===== config.mk =====
export PLATFORM = sky130hd
export DESIGN_NAME = vga_timing_gen
export DESIGN_NICKNAME = d
export VERILOG_FILES = /design/src/rtl/vga_timing_pkg.sv /design/src/rtl/vga_sync_delay.sv /design/src/rtl/vga_timing_gen.sv
export SDC_FILE = /design/constraint.sdc
export NUM_CORES = 1
export LEC_CHECK = 0
export CAP_MARGIN = 20
export CORE_AREA = 3 3 54 81
export CTS_CLUSTER_SIZE = 30
export DETAILED_ROUTE_END_ITERATION = 8
export DIE_AREA = 0 0 57 84
export GPL_ROUTABILITY_DRIVEN = 0
export PLACE_DENSITY = 0.76
export SYNTH_ARGS = -nofsm -noshare
export SYNTH_HDL_FRONTEND = slang
export SYNTH_SLANG_ARGS = --single-unit

===== constraint.sdc =====
create_clock -name vga_clk -period 3.14 [get_ports vga_clk]
set_clock_uncertainty 0.1 [all_clocks]
set_input_delay 0.785 -clock vga_clk [delete_from_list [all_inputs] [get_ports vga_clk]]
set_output_delay 0.785 -clock vga_clk [all_outputs]
set_load 0.005 [all_outputs]

===== src/rtl/vga_timing_pkg.sv =====
// Shared 640x480@60 VGA timing constants and types.
// Derived constants are pre-sized to the 10-bit coordinate type.
package vga_timing_pkg;

  localparam int unsigned H_ACTIVE = 640;
  localparam int unsigned H_FP     = 16;
  localparam int unsigned H_SYNC   = 96;
  localparam int unsigned H_BP     = 48;
  localparam int unsigned H_TOTAL  = H_ACTIVE + H_FP + H_SYNC + H_BP;

  localparam int unsigned V_ACTIVE = 480;
  localparam int unsigned V_FP     = 10;
  localparam int unsigned V_SYNC   = 2;
  localparam int unsigned V_BP     = 33;
  localparam int unsigned V_TOTAL  = V_ACTIVE + V_FP + V_SYNC + V_BP;

  typedef logic [9:0] coord_t;

  localparam coord_t H_VIS        = coord_t'(H_ACTIVE);
  localparam coord_t H_SYNC_START = coord_t'(H_ACTIVE + H_FP);
  localparam coord_t H_SYNC_END   = coord_t'(H_ACTIVE + H_FP + H_SYNC - 1);
  localparam coord_t H_LAST       = coord_t'(H_TOTAL - 1);

  localparam coord_t V_VIS        = coord_t'(V_ACTIVE);
  localparam coord_t V_SYNC_START = coord_t'(V_ACTIVE + V_FP);
  localparam coord_t V_SYNC_END   = coord_t'(V_ACTIVE + V_FP + V_SYNC - 1);
  localparam coord_t V_LAST       = coord_t'(V_TOTAL - 1);

  typedef struct packed {
    logic hs;
    logic vs;
    logic blank;
  } sync_t;

  localparam sync_t SYNC_IDLE = '{hs: 1'b1, vs: 1'b1, blank: 1'b0};

endpackage


===== src/rtl/vga_sync_delay.sv =====
// Shift register aligning {hs, vs, blank} with a pipelined renderer.
// DEPTH 0 is a plain wire-through.
module vga_sync_delay
  import vga_timing_pkg::*;
#(
  parameter int unsigned DEPTH = 1
) (
  input  logic  vga_clk,
  input  logic  reset_n,
  input  sync_t d,
  output sync_t q
);

  generate
    if (DEPTH == 0) begin : g_thru
      assign q = d;
    end else begin : g_pipe
      sync_t stage [DEPTH];

      always_ff @(posedge vga_clk or negedge reset_n) begin
        if (!reset_n) begin
          for (int unsigned i = 0; i < DEPTH; i++) stage[i] <= SYNC_IDLE;
        end else begin
          stage[0] <= d;
          for (int unsigned i = 1; i < DEPTH; i++) stage[i] <= stage[i-1];
        end
      end

      assign q = stage[DEPTH-1];
    end
  endgenerate

endmodule


===== src/rtl/vga_timing_gen.sv =====
// 640x480@60 VGA timing: pixel/line counters, registered sync/blank decodes,
// optional sync delay line, frame-start pulse and frame counter.
module vga_timing_gen
  import vga_timing_pkg::*;
#(
  parameter int unsigned SYNC_DELAY = 1
) (
  input  logic       vga_clk,
  input  logic       reset_n,
  output coord_t     DrawX,
  output coord_t     DrawY,
  output logic       hs,
  output logic       vs,
  output logic       blank,
  output logic       frame_start,
  output logic [7:0] frame_count
);

  coord_t x_nxt;
  coord_t y_nxt;
  sync_t  dec_nxt;
  sync_t  dec_q;
  sync_t  dec_dly;
  logic   fs_nxt;

  // Decodes use the next-counter values so the registered result lines up
  // with DrawX/DrawY in the same cycle.
  always_comb begin
    x_nxt = (DrawX == H_LAST) ? '0 : DrawX + 10'd1;
    y_nxt = DrawY;
    if (DrawX == H_LAST) y_nxt = (DrawY == V_LAST) ? '0 : DrawY + 10'd1;

    dec_nxt.hs    = !((x_nxt >= H_SYNC_START) && (x_nxt <= H_SYNC_END));
    dec_nxt.vs    = !((y_nxt >= V_SYNC_START) && (y_nxt <= V_SYNC_END));
    dec_nxt.blank = (x_nxt < H_VIS) && (y_nxt < V_VIS);
    fs_nxt        = (x_nxt == '0) && (y_nxt == '0);
  end

  always_ff @(posedge vga_clk or negedge reset_n) begin
    if (!reset_n) begin
      DrawX       <= H_LAST;
      DrawY       <= V_LAST;
      dec_q       <= SYNC_IDLE;
      frame_start <= 1'b0;
      frame_count <= '0;
    end else begin
      DrawX       <= x_nxt;
      DrawY       <= y_nxt;
      dec_q       <= dec_nxt;
      frame_start <= fs_nxt;
      if (fs_nxt) frame_count <= frame_count + 8'd1;
    end
  end

  vga_sync_delay #(
    .DEPTH (SYNC_DELAY)
  ) u_sync_delay (
    .vga_clk (vga_clk),
    .reset_n (reset_n),
    .d       (dec_q),
    .q       (dec_dly)
  );

  assign hs    = dec_dly.hs;
  assign vs    = dec_dly.vs;
  assign blank = dec_dly.blank;

endmodule


==> flow_summary.toml <==
[clock_tree]
clk_pin_slew_ns = 0.07
cts-root-buf = "clkbuf_8"
cts_tree = "yes"
cts_buffer_depth = 2
clk_latency_ns = 0.29
cts_buffers = 5
htree_levels = 2
cts_hold_buf = 0
clkSinkCount = 35

[layout]
fin_cells = 264
drive_gt1_frac = 0.176
seq_area_um2 = 893
area_delta_synth_final_pct = 23.5
nets = 227
antenna_cells = 0
multi_input_comb_area_um2 = 976
fillCellCount = 325

[place]
dp_cells = 255
dp_hpwl_um = 3180
place_ws_ns = 0.167
io_buffers = 33

[setup_path]
start_kind = "flop"
critPathKind = "flop to flop"
path_cells = "ha_1 > and4_1 > and3_2 > buf_4 > o21a_1 > o221ai_1 > nor4_4 > buf_4 > mux2_1"
cp_data_required_time_ns = 3.21
cpPeakStageDelay_ns = 0.59
path_max_fanout = 10
critPathArrivalTime_ns = 2.98
cpMaxStageDelayCell = "dfstp_2"
cpMostUsedCell = "buf_4"
endpoint_kind = "flop"

[global_routing]
antenna_found_initial = 0
grt-ovfl-total = 0
grt_max_degree = 36
grt_pass1_vias = 1551
grt_pass1_wl_um = 7280
grtUsageTotal = 0.191

[yosys]
synthFlopType = "dfrtp_1"
synth_area_per_cell_um2 = 10.6
ys_ff_latch = 35
yosysWarningCount = 0
netlist_instances = 184
synth.distinct_cells = 51
synth_edf_count = 0
synthesis.nets = 191
ys_seq_area_frac = 0.459
async_flop_share = 1.00
syn_area_um2 = 1950

[detailed_routing]
firstDrtPassIters = 4
dr_wl_met2_um = 2310
drt_drc_violations_left = 0
drt-total-wl_um = 4410
drtIter0Drc = 29
met3WireLength_um = 150
vias_per_cell = 5.91
wire_per_inst_um = 16.7
drt-met1-wl_um = 1880
routed.top_layer = "met4"
vias = 1559
ant_nets = 0

[die]
core_area_um2 = 3720
die_x_um = 57
dieArea_um2 = 4790
num_io_pins = 34
num_rows = 27
initial_utilization = 0.524
die_h_um = 84

[pwr]
vdd_ir_drop_max_mv = 0.274
p_leak_nw = 0.984
total_power_w = 0.000782
power_density_nw_per_um2 = 326

[timing]
final.setup.worst_slack_ns = 0.231
hold_violations = 0
tightest_slew_ns = 0.539
finalSetupViolations = 0
fin_crit_sh = 0.926
timing.hold.ws_ns = 0.258
rsz0062_at_grt = "false"
period_minus_slack_ns = 2.91
clock.fmax_mhz = 344
maxSlewViolCount = 0
max_slew_margin = 0.637
fin_setup_tns_ns = 0

[run_status]
status = "complete, no violations"

[hold_path]
hp-class = "flop to flop"

[job]
cap_violations = 0
[sequential cells by signal, indices dropped and copies added (netlist names)]
signal / flops
frame_start: 1
frame_count: 8
u_sync_delay.q: 3
dec_q: 3
DrawY: 10
DrawX: 10
[per-layer routing]
layer  vias to the layer above  global-route usage
met5                         -                   0
met2                        34               0.337
met1                       772               0.218
met3                         6              0.0433
met4                         0              0.0738
li1                        747                   -
[repair_timing]
item	CTS	global route
buffers inserted	0	1
resized for setup	0	1
setup endpoints to repair	0	5
[cells by family (layout without fill, tap and decap cells)]
logic type      Yosys count  after routing  synth area share
simple gates             77             77             0.248
mux                       4              4            0.0225
buf+inv                  16             53            0.0399
flops                    35             35             0.459
compound gates           27             27             0.108
xor+xnor                 20             20            0.0900
fa+ha+maj                 5              5            0.0322
[metrics by stage]
| step | utilization | instance area [um2] |
|---|---|---|
| floorplan | - | 1950 |
| global placement | 0.620 | 2300 |
| detailed placement | 0.620 | 2300 |
| CTS | 0.644 | 2390 |
| global route | 0.646 | 2400 |
| finish | 0.646 | 2400 |
[worst paths after layout]
| path | startpoint | end | slack [ns] | depth (start not counted) |
|---|---|---|---|---|
| max | DrawX[0]$_DFF_PN1_ | frame_count[1]$_DFFE_PN0P_ | 0.23 | 9 |
| min | dec_q[1]$_DFF_PN1_ | u_sync_delay.q[1]$_DFF_PN1_ | 0.26 | 0 |
| max reg2reg | DrawX[0]$_DFF_PN1_ | frame_count[1]$_DFFE_PN0P_ | 0.23 | 9 |
| min reg2reg | dec_q[1]$_DFF_PN1_ | u_sync_delay.q[1]$_DFF_PN1_ | 0.26 | 0 |
| max in group asynchronous | reset_n | u_sync_delay.q[2]$_DFF_PN1_ | 1.80 | 2 |
| min in group asynchronous | reset_n | DrawY[4]$_DFF_PN0_ | 0.80 | 2 |
[worst max-delay path, delay by kind of cell, from the launching register on]
kind / cells / cell delay (ns)
buffers and inverters: 2 / 0.37
AO/OA/AOI/OAI: 2 / 0.33
AND/OR/NAND/NOR: 3 / 0.88
adder cells (fa/ha/maj): 1 / 0.19
multiplexers: 1 / 0.33
flip-flops: 1 / 0.59
[report_power, final]
| group | internal (W) | switching, W |
|---|---|---|
| registers | 0.000452 | 0 |
| logic | 0.00000190 | 0.00000831 |
| clock network | 0.000154 | 0.000166 |
[synth_stat cells, types with 2 or more instances]
| cell type | n | area share |
|---|---|---|
| a31oi_1 | 4 | 0.013 |
| and2_1 | 4 | 0.013 |
| and3_1 | 10 | 0.032 |
| and4_1 | 2 | 0.0090 |
| buf_2 | 5 | 0.013 |
| dfrtp_1 | 21 | 0.27 |
| dfstp_2 | 14 | 0.19 |
| ha_1 | 5 | 0.032 |
| inv_1 | 8 | 0.015 |
| mux2_2 | 2 | 0.012 |
| nand2_1 | 7 | 0.014 |
| nand3_1 | 11 | 0.028 |
| nand4_1 | 11 | 0.035 |
| nor2_1 | 12 | 0.023 |
| nor3_1 | 4 | 0.010 |
| nor3b_1 | 2 | 0.0077 |
| nor4_4 | 2 | 0.022 |
| o21a_1 | 2 | 0.0077 |
| o21ai_0 | 6 | 0.015 |
| o22ai_1 | 2 | 0.0064 |
| or2_2 | 2 | 0.0064 |
| xnor2_1 | 16 | 0.072 |
| xor2_1 | 4 | 0.018 |
[final cells by class]
| cell class | count | area share |
|---|---|---|
| tap | 43 | 0.0224 |
| sequential | 35 | 0.372 |
| inverter | 8 | 0.0125 |
| clock buffer | 5 | 0.0286 |
| multi-input combinational | 133 | 0.406 |
| clock inverter | 3 | 0.00833 |
| timing repair buffer | 37 | 0.150 |
[cells in the final DEF, fill, tap and decap left out, types with 4 or more instances in the layout]
cell type,instances
clkbuf_8,5
a31oi_1,4
clkdlybuf4s50_1,33
nand2_1,7
o21ai_0,6
ha_1,5
buf_4,4
nand3_1,11
nor2_1,12
nand4_1,11
dfstp_2,14
nor3_1,4
xnor2_1,16
and3_1,9
xor2_1,4
and2_1,4
inv_1,8
dfrtp_1,21
Power figures use the tool's default switching activity.
